[src/rtl/inst_fetch_pkg.sv]
// Shared CPU constants for the instruction fetch slice.
// Default widths and depths used by the fetch stage and its buffers.
package inst_fetch_pkg;

  localparam int INST_ADDR_WIDTH_D = 16;
  localparam int INST_WIDTH_D      = 16;
  localparam int FETCH_DEPTH_D     = 2;

  function automatic int cnt_w(input int depth);
    return $clog2(depth + 1);
  endfunction

endpackage

[src/rtl/fetch_fifo.sv]
// Small synchronous FIFO used for the address queue and output buffer.
// Empty FIFO presents zero on head so idle outputs read as zero.
module fetch_fifo
  import inst_fetch_pkg::*;
#(
  parameter int WIDTH = 16,
  parameter int DEPTH = 2
) (
  input  logic                       clk,
  input  logic                       rst,
  input  logic                       push,
  input  logic [WIDTH-1:0]           push_data,
  input  logic                       pop,
  input  logic                       flush,
  output logic [WIDTH-1:0]           head,
  output logic                       full,
  output logic                       empty,
  output logic [cnt_w(DEPTH)-1:0]    count
);

  localparam int CW = cnt_w(DEPTH);
  localparam int PW = (DEPTH > 1) ? $clog2(DEPTH) : 1;
  localparam logic [PW-1:0] LAST = PW'(DEPTH - 1);
  localparam logic [CW-1:0] FULLC = CW'(DEPTH);

  logic [WIDTH-1:0] mem [DEPTH];
  logic [PW-1:0]    wr_ptr;
  logic [PW-1:0]    rd_ptr;
  logic             do_push;
  logic             do_pop;

  assign full    = (count == FULLC);
  assign empty   = (count == '0);
  assign do_pop  = pop && !empty;
  assign do_push = push && (!full || do_pop);
  assign head    = empty ? '0 : mem[rd_ptr];

  // Pointer and occupancy bookkeeping; flush drops everything.
  always_ff @(posedge clk) begin
    if (rst || flush) begin
      wr_ptr <= '0;
      rd_ptr <= '0;
      count  <= '0;
    end else begin
      if (do_push) begin
        wr_ptr <= (wr_ptr == LAST) ? '0 : wr_ptr + 1'b1;
      end
      if (do_pop) begin
        rd_ptr <= (rd_ptr == LAST) ? '0 : rd_ptr + 1'b1;
      end
      count <= count + CW'(do_push) - CW'(do_pop);
    end
  end

  // Storage write; contents need no reset since empty masks head.
  always_ff @(posedge clk) begin
    if (do_push) begin
      mem[wr_ptr] <= push_data;
    end
  end

endmodule

[src/rtl/inst_fetch.sv]
// Instruction fetch stage: credit-limited requests, in-order buffer.
// Flush turns in-flight reads into drops counted down on return.
module inst_fetch
  import inst_fetch_pkg::*;
#(
  parameter int INST_ADDR_WIDTH = INST_ADDR_WIDTH_D,
  parameter int INST_WIDTH      = INST_WIDTH_D,
  parameter int FETCH_DEPTH     = FETCH_DEPTH_D
) (
  input  logic                       clk,
  input  logic                       rst,
  input  logic [INST_ADDR_WIDTH-1:0] pc_in,
  input  logic                       pc_valid,
  output logic                       pc_ready,
  input  logic                       flush,
  output logic                       mem_req,
  output logic [INST_ADDR_WIDTH-1:0] mem_addr,
  input  logic                       mem_rvalid,
  input  logic [INST_WIDTH-1:0]      mem_rdata,
  output logic                       inst_valid,
  input  logic                       inst_ready,
  output logic [INST_WIDTH-1:0]      inst_out,
  output logic [INST_ADDR_WIDTH-1:0] inst_addr
);

  localparam int CW = cnt_w(FETCH_DEPTH);
  localparam int BW = INST_ADDR_WIDTH + INST_WIDTH;
  localparam logic [CW:0] DEPTH_C = (CW + 1)'(FETCH_DEPTH);

  logic [CW-1:0]              aq_cnt;
  logic [CW-1:0]              ob_cnt;
  logic [CW-1:0]              drop_cnt;
  logic [CW:0]                used;
  logic [INST_ADDR_WIDTH-1:0] aq_head;
  logic [BW-1:0]              ob_head;
  logic                       aq_empty;
  logic                       aq_full;
  logic                       ob_empty;
  logic                       ob_full;
  logic                       accept;
  logic                       resp;
  logic                       keep;
  logic                       ob_pop;
  logic                       unused_full;

  assign used     = {1'b0, aq_cnt} + {1'b0, ob_cnt};
  assign pc_ready = !rst && !flush && (used < DEPTH_C);
  assign accept   = pc_valid && pc_ready;
  assign mem_req  = accept;
  assign mem_addr = pc_in;

  assign resp   = mem_rvalid && !aq_empty;
  assign keep   = resp && !flush && (drop_cnt == '0);
  assign ob_pop = inst_valid && inst_ready && !flush;

  assign inst_valid = !ob_empty;
  assign inst_addr  = ob_head[BW-1:INST_WIDTH];
  assign inst_out   = ob_head[INST_WIDTH-1:0];

  assign unused_full = aq_full | ob_full;

  fetch_fifo #(
    .WIDTH (INST_ADDR_WIDTH),
    .DEPTH (FETCH_DEPTH)
  ) u_addr_q (
    .clk       (clk),
    .rst       (rst),
    .push      (accept),
    .push_data (pc_in),
    .pop       (resp),
    .flush     (1'b0),
    .head      (aq_head),
    .full      (aq_full),
    .empty     (aq_empty),
    .count     (aq_cnt)
  );

  fetch_fifo #(
    .WIDTH (BW),
    .DEPTH (FETCH_DEPTH)
  ) u_out_buf (
    .clk       (clk),
    .rst       (rst),
    .push      (keep),
    .push_data ({aq_head, mem_rdata}),
    .pop       (ob_pop),
    .flush     (flush),
    .head      (ob_head),
    .full      (ob_full),
    .empty     (ob_empty),
    .count     (ob_cnt)
  );

  // Drop count: reloaded from in-flight reads on flush, else counts down.
  always_ff @(posedge clk) begin
    if (rst) begin
      drop_cnt <= '0;
    end else if (flush) begin
      drop_cnt <= aq_cnt - CW'(resp);
    end else if (resp && (drop_cnt != '0)) begin
      drop_cnt <= drop_cnt - 1'b1;
    end
  end

endmodule

[config.mk]
export PLATFORM = sky130hd
export DESIGN_NAME = inst_fetch
export DESIGN_NICKNAME = d
export VERILOG_FILES = /design/src/rtl/inst_fetch_pkg.sv /design/src/rtl/fetch_fifo.sv /design/src/rtl/inst_fetch.sv
export SDC_FILE = /design/constraint.sdc
export NUM_CORES = 1
export LEC_CHECK = 0
export CAP_MARGIN = 20
export CORE_MARGIN = 5
export CORE_UTILIZATION = 31
export CTS_BUF_LIST = sky130_fd_sc_hd__clkbuf_16
export DETAILED_ROUTE_END_ITERATION = 7
export PLACE_DENSITY = 0.6
export SLEW_MARGIN = 25
export SYNTH_ARGS = -nofsm -noshare
export SYNTH_HDL_FRONTEND = slang
export SYNTH_SLANG_ARGS = --single-unit
export TNS_END_PERCENT = 30
[constraint.sdc]
create_clock -name clk -period 4.8 [get_ports clk]
set_clock_uncertainty 0.2 [all_clocks]
set_input_delay 0.96 -clock clk [delete_from_list [all_inputs] [get_ports clk]]
set_output_delay 0.96 -clock clk [all_outputs]
set_load 0.02 [all_outputs]
==> out/metrics.csv, run 1 <==
metric;value;unit
status;finished clean;
Synth area leaders;edfxtp_1 65%, mux2i_1 11%, dfxtp_1 5.4%;
min-delay src;u_addr_q.wr_ptr;
# hold bufs at CTS;0;
Initial Utilization;31.72;%
worst-path maximum fanout;9;
leakage;1.855;nW
post-synth net total;344;
Rows;43;
vias in the first global route;2554;
TritonCTS clock tree;yes;
register bit total from synthesis;108;
EDFF count, synth;96;
Main synth FF type;edfxtp_1;
worst-skew pair later-pin latency;340;ps
DR pass1 iterations;4;
Place WS;959.1;ps
complex-gate fraction of the synthesized area;1.387;%
Async SR Flop Fraction;0;%
Worst-path clk slew;70;ps
worst slew pin tran;1037;ps
total of max-cap violations;0;
RSZ-0062 raised after global routing;no;
Setup crit start kind;input port;
Congestion Overflow GR;0;
most numerous cell in the Yosys netlist;edfxtp_1;
Worst Path Arrival;2680;ps
met1 Track Usage GR;11.42;%
largest family of logic cells by synthesized area;multiplexers;
CTS sink count;108;
Core Region;13930;um2
detail-routed via count per cell;4.300;
Worst Hold Depth;1;
f_max;0.2605;GHz
clock root cell;clkbuf_16;
critical path class;in -> out;
end point of the worst hold path;u_addr_q.wr_ptr;
via count;2395;
Worst Reg-to-Reg Cells;6;
post-synthesis cell type count;31;
I/O pin count;89;
CP Capture Type;primary output;
GRT Util Overall;9.508;%
FF-to-FF Start;u_addr_q.count[0];
antenna violations before repair;0;
antenna-violating nets left;0;
Synth Area in XOR/XNOR;1.189;%
final setup fails;0;
worst rel slew slack;30.89;%
Area growth, synth to finish;28.70;%
met2 Usage GRT;15.88;%
first-pass GRT wire length;12.34;mm
1st-iter DRT viols;86;
Post-CTS Setup Bufs;0;
DIE AREA;16750;um2
Yosys top cell area share;65.21;%
RD Place Congestion;0.7523;
NumNets Final;417;
Final WS setup;960.9;ps
most used routing layer in global routing;met2;
share of layout cells above drive strength 1;7.958;%
Power Density;407.8;nW/um2
synth cell count leaders;96 x edfxtp_1, 62 x nor2_1, 49 x mux2i_1;
Worst Hold Slack;290.2;ps
FF-to-FF setup slack;1970;ps
CTS Buffer Depth;2;
min cycle time layout;3839;ps
synthesized cell area;4420;um2
die span in y;129.4;um
Routed WL per cell;13.85;um
H-tree Lvls;3;
sequential-to-total area share from yosys stat;70.65;%
largest area contributor in the netlist;edfxtp_1;
largest net degree at the start of global routing;34;
Simple-Gate Fraction of Synth Area;8.038;%
final hold viol count;0;
total wire length;7.714;mm
DRC viols;0;
Adder-Cell Fraction of Synth Area;2.151;%
Final Cycle Share;79.98;%
Syn Area/Cell;14.78;um2
ANT cells;0;
Detailed Place HPWL;5.370;mm
mux contribution to synthesized area;11.35;%
critical path required time;3640;ps
Hold Crit Class;reg -> reg;
worst vdd ir;0.1549;mV
met3 Resource Use GR;2.803;%
Mapped Cells;299;
width of the chip;129.4;um
PortBufs;88;
synth warn;0;
Crit Reg-Reg Endpoint;u_addr_q.mem[1][10];
cts bufs inserted;9;
post-cts sizing count;0;
max-slew violations;0;
-- cells by family (layout without fill, tap and decap cells) --
| logic type | after synthesis | count (layout) |
|---|---|---|
| buffers and inverters | 42 | 120 |
| xor gates and xnor gates | 6 | 6 |
| DFF | 108 | 108 |
| adders and majority gates | 7 | 7 |
| AOI/OAI and AO/OA | 8 | 8 |
| muxes | 50 | 50 |
| and+or+nand+nor | 78 | 78 |
-- worst max path at each step --
stage                from                  end  slack (ps)  cells past startpoint
floorplan           flush  u_out_buf.mem[0][0]        -320                      3
global placement    flush              mem_req         980                      4
detailed placement  flush              mem_req         960                      4
CTS                 flush              mem_req         960                      4
global route        flush              mem_req         850                      4
finish              flush              mem_req         960                      4
-- final cells by class --
class	instances	area [um2]
fillers	1283	8245
flip-flops and latches	108	3124
multi-input cells	149	1081
repair buffers	92	910.9
clock buffers	9	225.2
well taps	180	225.2
clock inverters	7	77.57
inverters	12	45.04
-- layout by cell type (no fill, tap or decap), types with 2 or more instances in the layout --
master           netlist  layout
edfxtp_1              96      96
clkdlybuf4s50_1        0      88
nor2_1                62      61
mux2i_1               49      49
inv_1                 12      12
dfxtp_1               12      11
clkbuf_16              0       9
ha_1                   6       6
buf_4                 17       4
and2_1                 3       3
xnor2_1                3       3
xor2_1                 3       3
nand2b_1               2       2
nor4_2                 0       2
nor3_1                 2       2
a21oi_1                2       2
inv_6                  0       2
clkinv_8               0       2
-- power by group --
part | switching [mW] | internal [mW] | total (mW)
Combinational | 0.226 | 0.184 | 0.410
Clock | 0.351 | 0.369 | 0.720
Sequential | 0.0565 | 1.13 | 1.19
Total | 0.634 | 1.69 | 2.32
-- worst max-delay path, stage by stage --
cell and delay (ps):
clkdlybuf4s50_1 590, nor4_4 370, and2_1 160, clkdlybuf4s50_1 600
-- state kept, by name, summed over array words and instances, names as in the netlist, named ones only --
signal / count
u_out_buf.mem: 64
u_out_buf.wr_ptr: 1
u_addr_q.rd_ptr: 1
u_addr_q.count: 2
u_addr_q.wr_ptr: 1
drop_cnt: 2
u_addr_q.mem: 32
u_out_buf.count: 2
u_out_buf.rd_ptr: 1
-- routing by layer --
layer  vias to the layer above  part of all wire (%)  wire, um
met2                        56                    50      3859
li1                       1196                     -         -
met5                         -                     0         0
met1                      1138                    43      3310
met4                         0                   1.4       105
met3                         5                   5.7       438
-- metrics by stage --
stage	utilization (%)	instance area, um2	TNS, ps	cells	power [mW]
2_1_floorplan	-	4420	-20440	299	1.496
4_1_cts	40.83	5689	0	557	2.355
3_3_place_gp	38.65	5386	0	541	1.615
5_1_grt	40.83	5689	0	557	2.434
3_5_place_dp	38.65	5386	0	541	1.630
6_report	40.83	5689	0	557	2.320
Power figures use the tool's default switching activity.
==> run 2, diff against run 1 <==
--- a/config.mk
+++ b/config.mk
@@ -10,7 +10,7 @@
 export CORE_UTILIZATION = 31
 export CTS_BUF_LIST = sky130_fd_sc_hd__clkbuf_16
 export DETAILED_ROUTE_END_ITERATION = 7
-export PLACE_DENSITY = 0.6
+export PLACE_DENSITY = 0.58
 export SLEW_MARGIN = 25
 export SYNTH_ARGS = -nofsm -noshare
 export SYNTH_HDL_FRONTEND = slang
==> constraint.sdc (replaced) <==
create_clock -name clk -period 3.87 [get_ports clk]
set_clock_uncertainty 0.2 [all_clocks]
set_input_delay 0.774 -clock clk [delete_from_list [all_inputs] [get_ports clk]]
set_output_delay 0.774 -clock clk [all_outputs]
set_load 0.02 [all_outputs]
==> run 2 against run 1 <==
Die area unchanged. Power rose by 25%. Sequential share of layout area down 0.40 points. Sequential power increased by 24%. Register-to-register slack got worse by 910 ps. Non-clock buffer count increased by 4. Count of clock-buffer cells in the layout is the same. Sequential cell count unchanged. Via count grew 1.2%. Global-route usage is 0.35 points higher. Worst setup slack got worse by 540 ps.
==> out/metrics.csv, run 2 (synthesized netlist as in run 1, its figures left out) <==
metric;value;unit
# hold bufs at CTS;0;
die span in y;129.4;um
Setup crit start kind;input port;
fill cell count;1265;
Final Cycle Share;89.03;%
DR top layer;met4;
worst rel slew slack;38.00;%
FF-to-FF setup slack;1060;ps
worst-skew pair later-pin latency;350;ps
Final TNS setup;0;ps
RD Place Congestion;0.7104;
TritonCTS clock tree;yes;
width of the chip;129.4;um
CP endpoint;mem_req;
final hold viol count;0;
Largest register FFs;64;
GRT Util Overall;9.860;%
min-delay src;u_addr_q.wr_ptr;
antenna-violating nets left;0;
Worst-path clk slew;70;ps
most frequent cells in the layout;96 x edfxtp_1, 88 x clkdlybuf4s50_1, 60 x nor2_1, 49 x mux2i_1, 12 x inv_1;
Hold Crit Class;reg -> reg;
max-slew violations;0;
min cycle time layout;3446;ps
CP Capture Type;primary output;
DRC viols;0;
worst slew pin tran;928.7;ps
Initial Utilization;31.72;%
NumNets Final;421;
Reg area;3124;um2
status;finished clean;
share of layout cells above drive strength 1;9.186;%
clock root cell;clkbuf_16;
worst vdd ir;0.1939;mV
Total Power;2.902;mW
DIE AREA;16750;um2
PortBufs;88;
1st-iter DRT viols;132;
CTS Buffer Depth;2;
Core Region;13930;um2
first-pass GRT wire length;12.69;mm
Worst Reg-to-Reg Cells;6;
Rows;43;
metal3 WL;389;um
Worst Path Arrival;2470;ps
I/O pin count;89;
CP startpoint;flush;
final setup fails;0;
antenna violations before repair;0;
Worst Hold Slack;291.4;ps
worst-path maximum fanout;9;
post-route cell area;5731;um2
largest net degree at the start of global routing;23;
total of max-cap violations;0;
most common cell after layout, fill and taps aside;edfxtp_1;
wire length on met2;3.851;mm
RSZ-0062 raised after global routing;no;
leakage;1.883;nW
via count;2424;
cts bufs inserted;9;
Detailed Place HPWL;5.547;mm
f_max;0.2902;GHz
Post-DP Area;5416;um2
post-cts sizing count;0;
ANT cells;0;
Multi-input gate area;1084;um2
H-tree Lvls;3;
detail-routed via count per cell;4.321;
vias in the first global route;2550;
Power Density;506.4;nW/um2
DR pass1 iterations;4;
critical path class;in -> out;
critical path required time;2900;ps
Congestion Overflow GR;0;
Post-CTS Setup Bufs;0;
CTS sink count;108;
Routed WL per cell;13.95;um
Top reg by flops;u_out_buf.mem;
Crit Reg-Reg Endpoint;u_addr_q.mem[1][13];
Area growth, synth to finish;29.63;%
total wire length;7.825;mm
largest registers;u_out_buf.mem x64, u_addr_q.mem x32;
DRT met1 WL;3.369;mm
FF-to-FF Start;u_addr_q.count[0];
[run 2: changes by cell type in the layout (fill, tap and decap cells not counted)]
cell,change
nor2_2,+1
inv_6,+1
clkinvlp_4,-1
buf_4,+4
clkinv_4,-1
clkinv_8,+1
nor2_1,-1
[run 2: worst min path at each step]
stage | to | slack, ps | cells after the start
6_report | u_addr_q.wr_ptr | 290 | 1
5_1_grt | u_addr_q.wr_ptr | 330 | 1
4_1_cts | u_addr_q.wr_ptr | 300 | 1
3_5_place_dp | u_addr_q.wr_ptr | 290 | 1
3_3_place_gp | u_addr_q.wr_ptr | 280 | 1
2_1_floorplan | u_addr_q.wr_ptr | 240 | 1
[run 2: cell type report]
| type | count | share of cell area [%] |
|---|---|---|
| Sequential cell | 108 | 54.52 |
| Multi-Input combinational cell | 149 | 18.91 |
| Timing Repair Buffer | 96 | 16.42 |
| Clock buffer | 9 | 3.930 |
| Tap cell | 180 | 3.930 |
| Clock inverter | 7 | 1.507 |
| Inverter | 12 | 0.7860 |
[run 2: stage by stage]
stage,util (%),setup WS [ps],instances
2_1_floorplan,-,-1063,299
3_3_place_gp,38.87,404.5,545
3_5_place_dp,38.87,401.7,545
4_1_cts,41.11,401.4,561
5_1_grt,41.12,290.8,561
6_report,41.12,424.4,561
[run 2: power by group]
| part | internal (mW) | switching [mW] |
|---|---|---|
| sequential | 1.41 | 0.0691 |
| combinational | 0.229 | 0.283 |
| clock | 0.465 | 0.451 |
| total | 2.10 | 0.803 |
[run 2: metal layers]
| metal | track usage (%) | vias to the layer above |
|---|---|---|
| met3 | 2.597 | 16 |
| met1 | 11.91 | 1141 |
| li1 | - | 1208 |
| met2 | 16.01 | 59 |
| met4 | 5.623 | 0 |
| met5 | 0 | - |
[run 2: worst max-delay path, cell delays in order]
cell and delay (ps):
clkdlybuf4s50_1 580, nor4_4 360, and2_1 160, clkdlybuf4s50_1 590
==> run 3, diff against run 2 <==
--- a/config.mk
+++ b/config.mk
@@ -7,12 +7,13 @@
 export LEC_CHECK = 0
 export CAP_MARGIN = 20
 export CORE_MARGIN = 5
-export CORE_UTILIZATION = 31
+export CORE_UTILIZATION = 30
 export CTS_BUF_LIST = sky130_fd_sc_hd__clkbuf_16
 export DETAILED_ROUTE_END_ITERATION = 7
-export PLACE_DENSITY = 0.58
+export PLACE_DENSITY = 0.56
 export SLEW_MARGIN = 25
 export SYNTH_ARGS = -nofsm -noshare
 export SYNTH_HDL_FRONTEND = slang
+export SYNTH_HIERARCHICAL = 1
 export SYNTH_SLANG_ARGS = --single-unit
 export TNS_END_PERCENT = 30
==> constraint.sdc (replaced) <==
create_clock -name clk -period 3.8 [get_ports clk]
set_clock_uncertainty 0.2 [all_clocks]
set_input_delay 0.76 -clock clk [delete_from_list [all_inputs] [get_ports clk]]
set_output_delay 0.76 -clock clk [all_outputs]
set_load 0.02 [all_outputs]
==> run 3 against run 2 <==
Clock power is 4.6% lower. Largest power group unchanged. Synthesized cell count grew 1.3%. Non-clock buffer count rose by 2. Wire length increased by 2.0%. Global-route usage down 0.53 points. Combinational power fell by 79%. Via count stayed put. Sequential power decreased by 12%. Power shrank 21%. First-iteration DRC count shrank 43%. Final cell count increased by 2.1%. Sequential share of layout area fell by 0.13 points.
==> out/metrics.csv, run 3 <==
metric;value;unit
TritonCTS clock tree;yes;
via count;2424;
detail-routed via count per cell;4.230;
antenna-violating nets left;0;
combinational cell fraction of total power;4.8;%
Syn Area/Cell;14.67;um2
die span in y;131.7;um
Congestion Overflow GR;0;
NumNets Final;427;
f_max;0.2839;GHz
DIE AREA;17350;um2
Internal;1.810;mW
Post-CTS Setup Bufs;0;
share of layout cells above drive strength 1;10.80;%
worst-skew pair later-pin latency;340;ps
critical path required time;2840;ps
Rows;44;
register share of total power;56.9;%
Sw Share;20.60;%
I/O pin count;89;
metal3 WL;267;um
H-tree Lvls;3;
DR top layer;met4;
post-synth net total;346;
Initial Utilization;30.58;%
most frequent cells in the layout;96 x edfxtp_1, 88 x clkdlybuf4s50_1, 61 x nor2_1, 48 x mux2i_1, 11 x dfxtp_1;
switching power;0.4694;mW
ANT cells;0;
Final Cycle Share;92.69;%
final hold viol count;0;
leakage;1.824;nW
critical path class;reg -> out;
Final TNS setup;0;ps
largest net degree at the start of global routing;36;
synthesized cell area;4444;um2
final setup fails;0;
1st-iter DRT viols;75;
RD Place Congestion;0.7081;
GRT Util Overall;9.330;%
# hold bufs at CTS;0;
worst-path maximum fanout;7;
wire length on met2;3.955;mm
Routed WL per cell;13.93;um
Largest register FFs;64;
total wire length;7.981;mm
Mapped Cells;303;
clock root cell;clkbuf_16;
PortBufs;88;
width of the chip;131.7;um
first-pass GRT wire length;13.03;mm
cts bufs inserted;9;
DRT met1 WL;3.643;mm
Area growth, synth to finish;29.25;%
min cycle time layout;3522;ps
DRC viols;0;
CP Capture Type;primary output;
Top reg by flops;u_out_buf/mem;
Hold Crit Class;reg -> reg;
max-slew violations;0;
RSZ-0062 raised after global routing;no;
vias in the first global route;2533;
most common cell after layout, fill and taps aside;edfxtp_1;
antenna violations before repair;0;
Placed Instances;557;
Worst Path Arrival;2560;ps
Post-DP Area;5461;um2
synth warn;6;
Core Region;14530;um2
CTS Buffer Depth;2;
Total Power;2.279;mW
Power Density;396.7;nW/um2
DR pass1 iterations;4;
Setup crit start kind;flop;
Worst-path clk slew;70;ps
largest registers;u_out_buf/mem x64, u_addr_q/mem x32;
worst slew pin tran;956.5;ps
status;finished clean;
post-cts sizing count;0;
total of max-cap violations;0;
final std cells w/o fill;573;
post-route cell area;5744;um2
worst vdd ir;0.1951;mV
clock power share;38.4;%
Detailed Place HPWL;5.659;mm
worst rel slew slack;36.14;%
CTS sink count;108;
## run 3: per-stage QoR
stage / setup slack (ps) / util, % / hold WS, ps
finish: 277.9 / 39.52 / 310.4
floorplan: 363.3 / - / 272.5
CTS: 231.8 / 39.52 / 315.1
global placement: 320.8 / 37.58 / 289.4
detailed placement: 292.2 / 37.58 / 297.2
global route: 117.6 / 39.52 / 331.7
## run 3: power groups by stage
stage	registers, mW	logic [mW]	clock network, mW
after CTS	1.30	0.111	0.902
after floorplan	1.32	0.0479	0
after detailed placement	1.32	0.110	0
after global routing	1.30	0.117	0.951
after global placement	1.32	0.108	0
final	1.30	0.109	0.874
## run 3: final timing paths
| kind | depth (start not counted) | slack [ps] | end | startpoint |
|---|---|---|---|---|
| worst min-delay path | 2 | 310 | u_addr_q/rd_ptr | u_addr_q/rd_ptr |
| worst max register to register | 9 | 990 | u_addr_q/count[1] | u_addr_q/count[0] |
| worst min register to register | 2 | 310 | u_addr_q/rd_ptr | u_addr_q/rd_ptr |
| worst max-delay path | 5 | 280 | mem_req | u_addr_q/count[0] |
## run 3: layer usage
layer,GRT usage (%),vias up
met5,0,-
met1,11.69,1138
met3,2.141,8
li1,-,1223
met4,3.257,0
met2,15.86,55
## run 3: critical path, stage by stage (launching register included)
cell             delay, ps
dfxtp_1                460
and2_1                 180
fa_1                   430
nor4_2                 250
and2_1                 280
clkdlybuf4s50_1        640
## run 3: layout make-up
cell class / count / area, um2
inverters: 8 / 30.03
well taps: 184 / 230.2
fillers: 1388 / 8790
clock inverters: 7 / 57.56
flip-flops and latches: 108 / 3124
multi-input cells: 159 / 1121
repair buffers: 98 / 955.9
clock buffers: 9 / 225.2
